==> config.mk <==
export PLATFORM = sky130hd
export DESIGN_NAME = count_display_driver
export DESIGN_NICKNAME = d
export VERILOG_FILES = /design/src/rtl/count_display_driver.sv
export SDC_FILE = /design/constraint.sdc
export NUM_CORES = 1
export LEC_CHECK = 0
export CAP_MARGIN = 10
export CORE_MARGIN = 10
export CORE_UTILIZATION = 30
export CTS_CLUSTER_DIAMETER = 40
export DETAILED_ROUTE_END_ITERATION = 10
export GPL_TIMING_DRIVEN = 0
export PLACE_DENSITY = 0.49
export SYNTH_ARGS = -nofsm -noshare
export SYNTH_HDL_FRONTEND = slang
export SYNTH_SLANG_ARGS = --single-unit
export TNS_END_PERCENT = 5
==> constraint.sdc <==
create_clock -name clk -period 3.77 [get_ports clk]
set_clock_uncertainty 0.1 [all_clocks]
set_input_delay 0.754 -clock clk [delete_from_list [all_inputs] [get_ports clk]]
set_output_delay 0.754 -clock clk [all_outputs]
set_load 0.01 [all_outputs]
==> src/rtl/count_display_driver.sv <==
// count_display_driver: shows an 8-bit count as up to three decimal digits on a
// common-anode 7-segment display. A sequential double-dabble converter turns the
// count into BCD, and a free-running refresh timer scans the digits.
module count_display_driver #(
    parameter int REFRESH_COUNT = 100_000
) (
    input  logic        clk,
    input  logic        reset,
    input  logic [7:0]  count,
    output logic [3:0]  an,
    output logic [6:0]  seg,
    output logic        dp,
    output logic        busy,
    output logic [11:0] bcd
);

    localparam int RW = (REFRESH_COUNT > 1) ? $clog2(REFRESH_COUNT) : 1;
    localparam logic [RW-1:0] RC_LAST = RW'(REFRESH_COUNT - 1);

    typedef enum logic [1:0] {IDLE, SHIFT, LOAD} state_t;

    state_t      state, state_nx;
    logic [7:0]  shown;
    logic [19:0] shreg;
    logic [2:0]  iter;

    logic [RW-1:0] rcnt;
    logic [1:0]    slot, slot_nx;
    logic [3:0]    digit, an_nx;
    logic [6:0]    seg_nx;
    logic          blank;

    // One double-dabble step: add 3 to every BCD nibble >= 5, then shift left.
    function automatic logic [19:0] dd_step(input logic [19:0] s);
        logic [19:0] t;
        t = s;
        for (int i = 0; i < 3; i++) begin
            if (t[8+4*i +: 4] >= 4'd5)
                t[8+4*i +: 4] = t[8+4*i +: 4] + 4'd3;
        end
        return {t[18:0], 1'b0};
    endfunction

    // Active-low cathode pattern for one hex digit (a = bit 0 .. g = bit 6).
    function automatic logic [6:0] hex7(input logic [3:0] d);
        case (d)
            4'h0: hex7 = 7'b1000000;
            4'h1: hex7 = 7'b1111001;
            4'h2: hex7 = 7'b0100100;
            4'h3: hex7 = 7'b0110000;
            4'h4: hex7 = 7'b0011001;
            4'h5: hex7 = 7'b0010010;
            4'h6: hex7 = 7'b0000010;
            4'h7: hex7 = 7'b1111000;
            4'h8: hex7 = 7'b0000000;
            4'h9: hex7 = 7'b0010000;
            4'hA: hex7 = 7'b0001000;
            4'hB: hex7 = 7'b0000011;
            4'hC: hex7 = 7'b1000110;
            4'hD: hex7 = 7'b0100001;
            4'hE: hex7 = 7'b0000110;
            default: hex7 = 7'b0001110;
        endcase
    endfunction

    assign busy = (state != IDLE);
    assign dp   = 1'b1;

    // Conversion FSM state register.
    always_ff @(posedge clk or negedge reset) begin
        if (!reset) state <= IDLE;
        else        state <= state_nx;
    end

    // Conversion FSM next state; count is only looked at while idle.
    always_comb begin
        state_nx = state;
        case (state)
            IDLE:    if (count != shown) state_nx = SHIFT;
            SHIFT:   if (iter == 3'd7)   state_nx = LOAD;
            LOAD:    state_nx = IDLE;
            default: state_nx = IDLE;
        endcase
    end

    // Conversion datapath; bcd updates only in LOAD so partial results never show.
    always_ff @(posedge clk or negedge reset) begin
        if (!reset) begin
            shown <= 8'd0;
            shreg <= 20'd0;
            iter  <= 3'd0;
            bcd   <= 12'h000;
        end else begin
            case (state)
                IDLE: if (count != shown) begin
                    shown <= count;
                    shreg <= {12'b0, count};
                    iter  <= 3'd0;
                end
                SHIFT: begin
                    shreg <= dd_step(shreg);
                    iter  <= iter + 3'd1;
                end
                LOAD:    bcd <= shreg[19:8];
                default: ;
            endcase
        end
    end

    // Next slot and its anode/cathode pattern, with leading-zero blanking.
    always_comb begin
        slot_nx = slot;
        if (rcnt == RC_LAST) slot_nx = (slot == 2'd2) ? 2'd0 : slot + 2'd1;
        digit = bcd[3:0];
        blank = 1'b0;
        case (slot_nx)
            2'd0: begin digit = bcd[3:0];  blank = 1'b0; end
            2'd1: begin digit = bcd[7:4];  blank = (bcd[11:8] == 4'd0) && (bcd[7:4] == 4'd0); end
            2'd2: begin digit = bcd[11:8]; blank = (bcd[11:8] == 4'd0); end
            default: blank = 1'b1;
        endcase
        an_nx  = ~(4'b0001 << slot_nx);
        seg_nx = hex7(digit);
        if (blank) begin
            an_nx  = 4'b1111;
            seg_nx = 7'b1111111;
        end
    end

    // Refresh timer, slot pointer and registered display outputs; never stalled by busy.
    always_ff @(posedge clk or negedge reset) begin
        if (!reset) begin
            rcnt <= '0;
            slot <= 2'd0;
            an   <= 4'b1110;
            seg  <= 7'b1000000;
        end else begin
            rcnt <= (rcnt == RC_LAST) ? '0 : rcnt + RW'(1);
            slot <= slot_nx;
            an   <= an_nx;
            seg  <= seg_nx;
        end
    end

endmodule

# [Word level (Yosys, flattened, before mapping)]
# Memories as Yosys holds them, arrays and structs flattened.
# Index checks and enable logic that the tools add are counted.
[classes] addsub=6 n_lt_le_gt_ge=3 eq_ne=10 shifts=1 n_mux=17 bitwise_logic=1 reduce_logical=10
[ops] cell="$pmux W20 S2" count=1
[ops] cell="$mux W20" count=1
[ops] cell="$add A17 B1 Y17 const B" count=1
[ops] cell="$eq A17 B17 Y1 const B" count=1
[ops] cell="$mux W17" count=1
[ops] cell="$ge A4 B3 Y1 const B" count=3
[ops] cell="$mux W4" count=3
[ops] cell="$add A4 B2 Y4 const B" count=2
[ops] cell="$logic_not A4 Y1" count=2
[ops] cell="$mux W2" count=4
[ops] cell="$ne A8 B8 Y1" count=1
[ops] cell="$pmux W4 S2" count=1
[ops] cell="$mux W7" count=1
[ops] cell="$eq A2 B2 Y1 const B" count=3
[ops] cell="$mux W3" count=2
[ops] cell="$pmux W3 S2" count=1
[ops] cell="$reduce_and A2 Y1" count=3
[ops] cell="$eq A2 B1 Y1 const B" count=2
[ops] cell="$logic_not A2 Y1" count=2
[ops] cell="$ne A2 B2 Y1 const B" count=2
[ops] cell="$not A4 Y4" count=1
[ops] cell="$pmux W2 S2" count=1
[ops] cell="$reduce_bool A2 Y1" count=2
[ops] cell="$shl A1 B2 Y4 const A" count=1
[ops] cell="other kinds (6)" count=6
[totals] regBits=75 mem_bits_ro=112 inputBits=10 output_inout_bits=25 wordCells=58 mem_count=1
[mem_list] name="(no name shown)" words=16 word_bits=7 read_ports=1 rd_ports_with_merged_regs=0 wr=0 line_no="46" text="case (d)"

# [Logic depth before layout (Yosys ltp)]
# Gate-level depths: netlist (run 1).
# An unclocked memory read counts as a cell.
[depth] word_depth=7 ltp_mapped=15 mapped_depth_nobuf=14

# [Worst setup path before layout (run 1)]
# Ideal clock, no wire load.
[synth_path] path_type="register -> register" from="register rcnt[0]" to="register seg[3]" arrival_time_ps=3160 path_slack_ps=378 stages_incl_launch_ff=15 n_path_buf=0 period_less_slack_ps=3392 path_cell_list="dfrtp_1 > ha_1 > and4_1 > and2_1 > nand4_2 > nor3b_1 > a21o_1 > ha_1 > a221o_2 > o21ai_0 > inv_1 > ha_1 > nand2_4 > a21oi_1 > or3_1"
[synth_via] elab_chain_cells=6 elab_cells_between_ends=9
[synth_rtl] element="start, declared" line_no="27" text="logic [RW-1:0] rcnt;"
[synth_rtl] element="start signal, assigned" line_no="138" text="rcnt <= (rcnt == RC_LAST) ? '0 : rcnt + RW'(1);"
[synth_rtl] element="$eq A17 B17 Y1 *" line_no="113" text="if (rcnt == RC_LAST) slot_nx = (slot == 2'd2) ? 2'd0 : slot + 2'd1;"
[synth_rtl] element="$mux W2 *" line_no="113"
[synth_rtl] element="via slot_nx[1]" line_no="28" text="logic [1:0] slot, slot_nx;"
[synth_rtl] element="$eq A2 B2 Y1 or $eq A2 B1 Y1 (tied branches)" line_no="116" text="case (slot_nx)"
[synth_rtl] element="$pmux W4 S2" line_no="116"
[synth_rtl] element="$mem_v2 Z16 W7"
[synth_rtl] element="$mux W7 *" line_no="124" text="if (blank) begin"
[synth_rtl] element="via seg_nx[3]" line_no="30" text="logic [6:0] seg_nx;"
[synth_rtl] element="end signal, assigned" line_no="141" text="seg <= seg_nx;"
[synth_rtl] element="end, declared" line_no="11" text="output logic [6:0] seg,"
# The timed path passes the listed nets; every way through them passes the cells marked *.
# A chain may end at the register's enable or synchronous reset.

# [Worst setup path after layout (run 1)]
[layout_path] from="register rcnt[5]" to="register seg[3]"
# Same word-level chain as after synthesis.

==> results.py, run 1 <==
metrics = {
    "critical_path": {
        "arrival_ns": 3.80,
        "cp_max_fo": 10,
        "critPathCaptureType": "flip-flop",
        "critPathLaunch": "rcnt[5]$_DFF_PN0_",
        "worstPathRequired_ns": 3.87,
        "critPathKind": "reg -> reg",
        "reg2reg_from": "rcnt[5]$_DFF_PN0_",
        "startpoint_type": "flip-flop",
    },
    "cells_and_area": {
        "multi_input_area_sq_um": 1890,
        "area_growth_syn_to_layout_pct": 23.2,
        "fill_cells": 1271,
        "final-seq-area_sq_um": 1880,
        "post-route-util_pct": 37.8,
        "diodes": 0,
        "final_nets": 424,
        "drive_gt1_share_pct": 17.3,
    },
    "pwr": {
        "switchingPower_uw": 1260,
        "powerDensity_nw_per_um2": 757,
        "intPower_uw": 2350,
        "combPwrFrac_pct": 39.8,
        "max-vdd-ir-drop_mv": 0.227,
        "p_seq_share_pct": 36.2,
        "clkPwrFrac_pct": 24.0,
        "power_uw": 3610,
        "netSwitchingFraction_pct": 35.0,
        "power_leakage_uw": 0.00209,
    },
    "clock_network": {
        "htreeDepth": 3,
        "cts_buffers": 9,
        "root_buffer": "clkbuf_16",
        "clock_latency_ns": 0.33,
        "ctsHoldBuffers": 0,
        "clock_path_buffers": 2,
        "cts.sinks": 75,
        "tritoncts": "yes",
        "clk_pin_slew_ns": 0.06,
    },
    "timing": {
        "hold_viol": 0,
        "hold_slack_ns": 0.227,
        "final-setup-viol-count": 0,
        "fmax_mhz": 271,
        "fin_tns_setup_ns": 0,
        "worst_slack_ns": 0.0784,
        "slew_violations": 0,
        "max_slew_margin_pct": 56.4,
        "period_share_pct": 97.9,
        "min_period_ns": 3.69,
        "worstMarginPinSlew_ns": 0.645,
    },
    "drt": {
        "drt_iter0_markers": 219,
        "vias": 2740,
        "ant_nets": 0,
        "wl_per_cell_um": 14.6,
        "firstDrtPassIters": 4,
        "wl_mm": 8.32,
        "viasPerCell": 4.80,
        "drcViolationCount": 0,
    },
    "job": {
        "maxCapViolations": 0,
    },
    "global_routing": {
        "antenna_found_initial": 0,
        "grt_pass1_vias": 2729,
        "grt_max_degree": 54,
        "grt_usage_pct": 9.60,
        "grt_pass1_wl_mm": 14.1,
        "grt_overflow_total": 0,
    },
    "synthesis": {
        "ys_warn_count": 0,
        "synth.top_cell.area_share_pct": 45.9,
        "ys.flop_type": "dfrtp_1",
        "synth-edff-count": 0,
        "seq_area_frac_synth_pct": 48.6,
        "synth_cell_type_count": 59,
        "async_flop_share_pct": 100,
        "syn_avg_cell_area_sq_um": 11.1,
        "syn-cell-area_sq_um": 3870,
        "synth_nets": 378,
        "ys_seq_elements": 75,
        "synth_area_leader_cell": "dfrtp_1",
        "yosys-top-cells-area": "dfrtp_1 46%, ha_1 6.5%, mux2_2 4.4%, xor2_1 3.8%, nand2_1 3.8%",
        "syn_inst": 348,
    },
    "placed_design": {
        "portBuffers": 33,
        "dp_slack_ns": -0.251,
        "gp_congestion": 0.824,
        "hpwl_mm": 5.86,
    },
    "die": {
        "design.die.area_sq_um": 17800,
        "fp-row-count": 41,
        "io_pins": 35,
        "die_h_um": 134,
        "die_x_um": 134,
        "fp.coreArea_sq_um": 12600,
        "start_util_pct": 30.7,
    },
    "run_status": {
        "outcome": "finished clean",
    },
    "worst_hold_path": {
        "min_path_type": "in -> async",
    },
}
-- cells in the final DEF (no fill, tap or decap), drive strengths merged, types with 11 or more instances in the layout --
master	instances
o21ai	21
dfrtp	71
ha	20
clkbuf	20
nor2	17
a21oi	13
nand2	40
xor2	17
clkdlybuf4s50	32
mux2	24
xnor2	11
-- synth_stat cells, types with 3 or more instances --
master and count:
a21oi_1 12, and4_1 3, nor4_1 3, and2_1 4, mux2_4 9, clkbuf_1 6, nor2_1 17, o22ai_2 6
ha_1 20, nor4b_1 3, mux2_2 15, a22oi_1 8, inv_1 9, nor3_1 5, xor2_1 17, a31oi_1 3
xnor2_1 11, dfrtp_1 71, nand2_1 39, nor2b_1 3, dfstp_2 4, buf_6 4, o21ai_0 18, nand2b_1 4
nand3_1 7
-- cells by family after synthesis --
logic type      synth area share, %
xor+xnor                       6.33
simple gates                   12.9
flops                          48.6
buf+inv                        3.17
compound gates                 14.1
mux                            8.37
other cells                  0.0969
fa+ha+maj                      6.46
-- power groups by stage --
stage | sequential (uW) | clock, uW | combinational (uW)
after floorplan | 1290 | 0 | 982
after global placement | 1310 | 0 | 1430
after detailed placement | 1320 | 0 | 1450
after CTS | 1310 | 887 | 1460
after global routing | 1340 | 924 | 1620
final | 1310 | 866 | 1440
-- final cells by class --
class / count / area share, %
Inverter: 10 / 0.787
Buffer: 13 / 1.78
Multi-Input combinational cell: 250 / 39.6
Sequential cell: 75 / 39.4
Clock inverter: 2 / 0.734
Clock buffer: 14 / 5.53
Timing Repair Buffer: 35 / 7.61
Tap cell: 172 / 4.51
-- worst paths after layout --
check	slack [ns]	endpoint	depth (start not counted)
min reg2reg	0.38	rcnt[0]$_DFF_PN0_	1
min in group clk	0.38	rcnt[0]$_DFF_PN0_	1
max reg2reg	0.08	seg[3]$_DFF_PN0_	12
min	0.23	bcd[9]$_DFFE_PN0N_	1
max in group asynchronous	2.74	an[3]$_DFF_PN1_	2
max	0.08	seg[3]$_DFF_PN0_	12
-- routing by layer --
| layer | part of all wire, % | GRT usage [%] |
|---|---|---|
| met1 | 47 | 12.1 |
| met2 | 49 | 15.2 |
| met3 | 2.7 | 2.29 |
| met4 | 1.4 | 4.29 |
| met5 | 0 | 0 |
-- flip-flops by register name (all words and copies together) (netlist names) --
signal	flops
bcd	12
rcnt	17
slot	2
shown	8
state	2
seg	7
iter	3
an	4
shreg	20
-- worst max-delay path, stage by stage (launching register included) --
cell	delay (ns)
dfrtp_1	0.45
nor4bb_1	0.61
nand4_4	0.30
nor3b_2	0.26
a21o_1	0.17
ha_1	0.32
a221o_2	0.34
o21ai_2	0.14
inv_1	0.13
ha_1	0.27
nand2_4	0.07
a21oi_1	0.05
or3_1	0.35
-- timing repair --
| action | 4_1_cts | 5_1_grt |
|---|---|---|
| endpoints found under the setup margin | 6 | 5 |
| buffers inserted | 0 | 1 |
| pin swaps | 0 | 0 |
| resized for setup | 3 | 3 |
-- metrics by stage --
step                cell area, sq um  cells
global placement                4420    553
global route                    4770    571
detailed placement              4440    554
CTS                             4740    570
floorplan                       3870    348
finish                          4770    571
No activity file was read; power rests on OpenSTA's default activity.
==> run 2, diff against run 1 <==
--- a/config.mk
+++ b/config.mk
@@ -5,7 +5,8 @@
 export SDC_FILE = /design/constraint.sdc
 export NUM_CORES = 1
 export LEC_CHECK = 0
-export CAP_MARGIN = 10
+export ABC_AREA = 1
+export CAP_MARGIN = 15
 export CORE_MARGIN = 10
 export CORE_UTILIZATION = 30
 export CTS_CLUSTER_DIAMETER = 40
==> run 2 against run 1 <==
Utilization shrank 0.33 points. Total power shrank 5.5%. Area after synthesis grew 1.7%. Wire length grew 2.4%. Register-to-register slack gained 0.52 ns. Critical path depth grew 7. Via count grew 14%. Largest power group unchanged.
==> results.py, run 2 <==
metrics = {
    "cells_and_area": {
        "fin_area_sq_um": 4770,
        "diodes": 0,
        "area_growth_syn_to_layout_pct": 21.0,
        "drive_gt1_share_pct": 8.07,
        "layout_common_cells": "142 x nand2_1, 71 x dfrtp_1, 62 x inv_1",
        "multi_input_area_sq_um": 1750,
        "fin_cells": 717,
        "final_common_cell": "nand2_1",
        "regMostFlops": "shreg",
        "final_nets": 570,
        "largest_reg_flops": 20,
        "reg_top3": "shreg: 20 flops, rcnt: 17 flops, bcd: 12 flops",
        "fill_cells": 1382,
        "final-seq-area_sq_um": 1880,
    },
    "drt": {
        "drt_iter0_markers": 210,
        "firstDrtPassIters": 4,
        "wl_mm": 8.52,
        "wl_per_cell_um": 11.9,
        "viasPerCell": 4.37,
        "ant_nets": 0,
        "vias": 3131,
        "drcViolationCount": 0,
    },
    "clock_network": {
        "root_buffer": "clkbuf_16",
        "cts_resized": 0,
        "htreeDepth": 3,
        "clock_latency_ns": 0.33,
        "tritoncts": "yes",
        "ctsHoldBuffers": 0,
        "cts_buffers": 9,
        "post_cts_buffers": 0,
        "cts.sinks": 75,
        "clock_path_buffers": 2,
        "clk_pin_slew_ns": 0.06,
    },
    "die": {
        "fp-row-count": 41,
        "design.die.area_sq_um": 18100,
        "fp.coreArea_sq_um": 12700,
        "die_h_um": 135,
        "start_util_pct": 31.0,
        "die_x_um": 135,
        "io_pins": 35,
    },
    "global_routing": {
        "grt_usage_pct": 9.87,
        "met2_usage_pct": 15.3,
        "grt_max_degree": 40,
        "grt_pass1_wl_mm": 14.7,
        "grt_overflow_total": 0,
        "antenna_found_initial": 0,
        "grt_busiest_layer": "met2",
        "use_met1_pct": 12.5,
        "grt_pass1_vias": 3099,
        "grt_use_met3_pct": 3.89,
    },
    "synthesis": {
        "synth_area_leader_cell": "dfrtp_1",
        "seq_area_frac_synth_pct": 47.8,
        "syn-cell-area_sq_um": 3940,
        "synth.top_cell.area_share_pct": 45.1,
        "synth_common_cells": "142 x nand2_1, 71 x dfrtp_1, 62 x inv_1",
        "yosys-top-cells-area": "dfrtp_1 45%, nand2_1 14%, ha_1 6.4%, nand3_1 6.0%, inv_1 5.9%",
        "synth_nets": 525,
        "synth_most_common_cell": "nand2_1",
        "ys.flop_type": "dfrtp_1",
        "synth_cell_type_count": 31,
        "ys_warn_count": 0,
        "synth-edff-count": 0,
        "ys_seq_elements": 75,
        "syn_inst": 495,
        "async_flop_share_pct": 100,
        "syn_avg_cell_area_sq_um": 7.96,
    },
    "placed_design": {
        "dp_slack_ns": 0.596,
        "place_inst": 701,
        "dpl_cell_area_sq_um": 4500,
        "gp_congestion": 0.804,
        "portBuffers": 33,
        "hpwl_mm": 6.34,
    },
    "job": {
        "maxCapViolations": 0,
    },
    "critical_path": {
        "rr_worst_depth": 19,
        "arrival_ns": 3.29,
        "startpoint_type": "flip-flop",
        "critPathCaptureType": "flip-flop",
        "worstPathRequired_ns": 3.88,
        "cp_max_fo": 6,
        "critPathKind": "reg -> reg",
        "r2r_slack_ns": 0.59,
    },
    "pwr": {
        "powerDensity_nw_per_um2": 715,
        "max-vdd-ir-drop_mv": 0.265,
        "power_leakage_uw": 0.00239,
    },
    "timing": {
        "worstMarginPinSlew_ns": 0.534,
        "hold_slack_ns": 0.273,
        "final-setup-viol-count": 0,
        "worst_slack_ns": 0.594,
        "period_share_pct": 84.3,
        "fin_tns_setup_ns": 0,
        "slew_violations": 0,
        "hold_viol": 0,
        "rsz0062_at_grt": "false",
        "fmax_mhz": 315,
        "min_period_ns": 3.18,
        "max_slew_margin_pct": 64.4,
    },
    "worst_hold_path": {
        "min_path_type": "in -> async",
    },
    "run_status": {
        "outcome": "finished clean",
    },
}
[run 2: changes by cell type after synthesis, sizes merged, moves of 4 or more]
cell    delta
a22oi      -8
nand2    +105
and2       -4
xnor2      -6
mux2      -24
xor2       -9
inv       +55
o21ai     +28
nor2      +21
o22ai      -7
nand2b     -4
nand3     +42
[run 2: per-layer routing]
metal	up-vias	share of wire (%)	wire length [um]
met3	9	5.0	423
met2	37	46	3930
met5	-	0	0
met1	1436	48	4090
met4	0	0.87	74
li1	1649	-	-
[run 2: kinds of logic (layout without fill, tap and decap cells)]
| family | Yosys count | count (layout) | share of synthesized area, % |
|---|---|---|---|
| buffers and inverters | 78 | 128 | 7.75 |
| AOI/OAI and AO/OA | 64 | 64 | 8.67 |
| and+or+nand+nor | 244 | 244 | 26.5 |
| adders and majority gates | 20 | 20 | 6.35 |
| xor gates and xnor gates | 13 | 13 | 2.89 |
| other | 1 | 1 | 0.0952 |
| DFF | 75 | 75 | 47.8 |
[run 2: worst paths after layout]
path / from / end
max: rcnt[0]$_DFF_PN0_ / seg[5]$_DFF_PN0_
min: reset / shreg[10]$_DFFE_PN0P_
max reg2reg: rcnt[0]$_DFF_PN0_ / seg[5]$_DFF_PN0_
min reg2reg: rcnt[0]$_DFF_PN0_ / rcnt[0]$_DFF_PN0_
max in group asynchronous: reset / rcnt[6]$_DFF_PN0_
min in group clk: rcnt[0]$_DFF_PN0_ / rcnt[0]$_DFF_PN0_
[run 2: per-stage QoR]
step	total power, uW	util, %
after floorplan	2170	-
after global placement	2650	35.2
after detailed placement	2670	35.4
after CTS	3480	37.5
after global routing	3740	37.5
final	3410	37.5
[run 2: area by class of cell]
| cell class | instances | share of cell area (%) |
|---|---|---|
| clock inverters | 3 | 0.315 |
| well taps | 172 | 4.51 |
| multi-input cells | 342 | 36.7 |
| flip-flops and latches | 75 | 39.5 |
| repair buffers | 34 | 7.30 |
| clock buffers | 13 | 5.25 |
| plain buffers | 12 | 1.21 |
| inverters | 66 | 5.20 |
[run 2: where the power goes]
part | switching [uW] | internal [uW] | total, uW
sequential | 196 | 1070 | 1270
combinational | 795 | 571 | 1370
clock | 315 | 460 | 775
total | 1310 | 2100 | 3410
[run 2: worst max-delay path, stage by stage (launching register included)]
cell and delay [ns]:
dfrtp_1 0.36, ha_1 0.17, nand2_1 0.11, nor2_4 0.21, inv_1 0.08, nor2_1 0.09
nand2_1 0.14, o21ai_2 0.21, inv_1 0.12, ha_1 0.29, nand2_1 0.10, nand2_1 0.05
nand2_1 0.05, o21a_1 0.25, inv_1 0.12, ha_1 0.23, nand3_1 0.13, o21ai_0 0.10
nand2_1 0.08, nand2_1 0.05
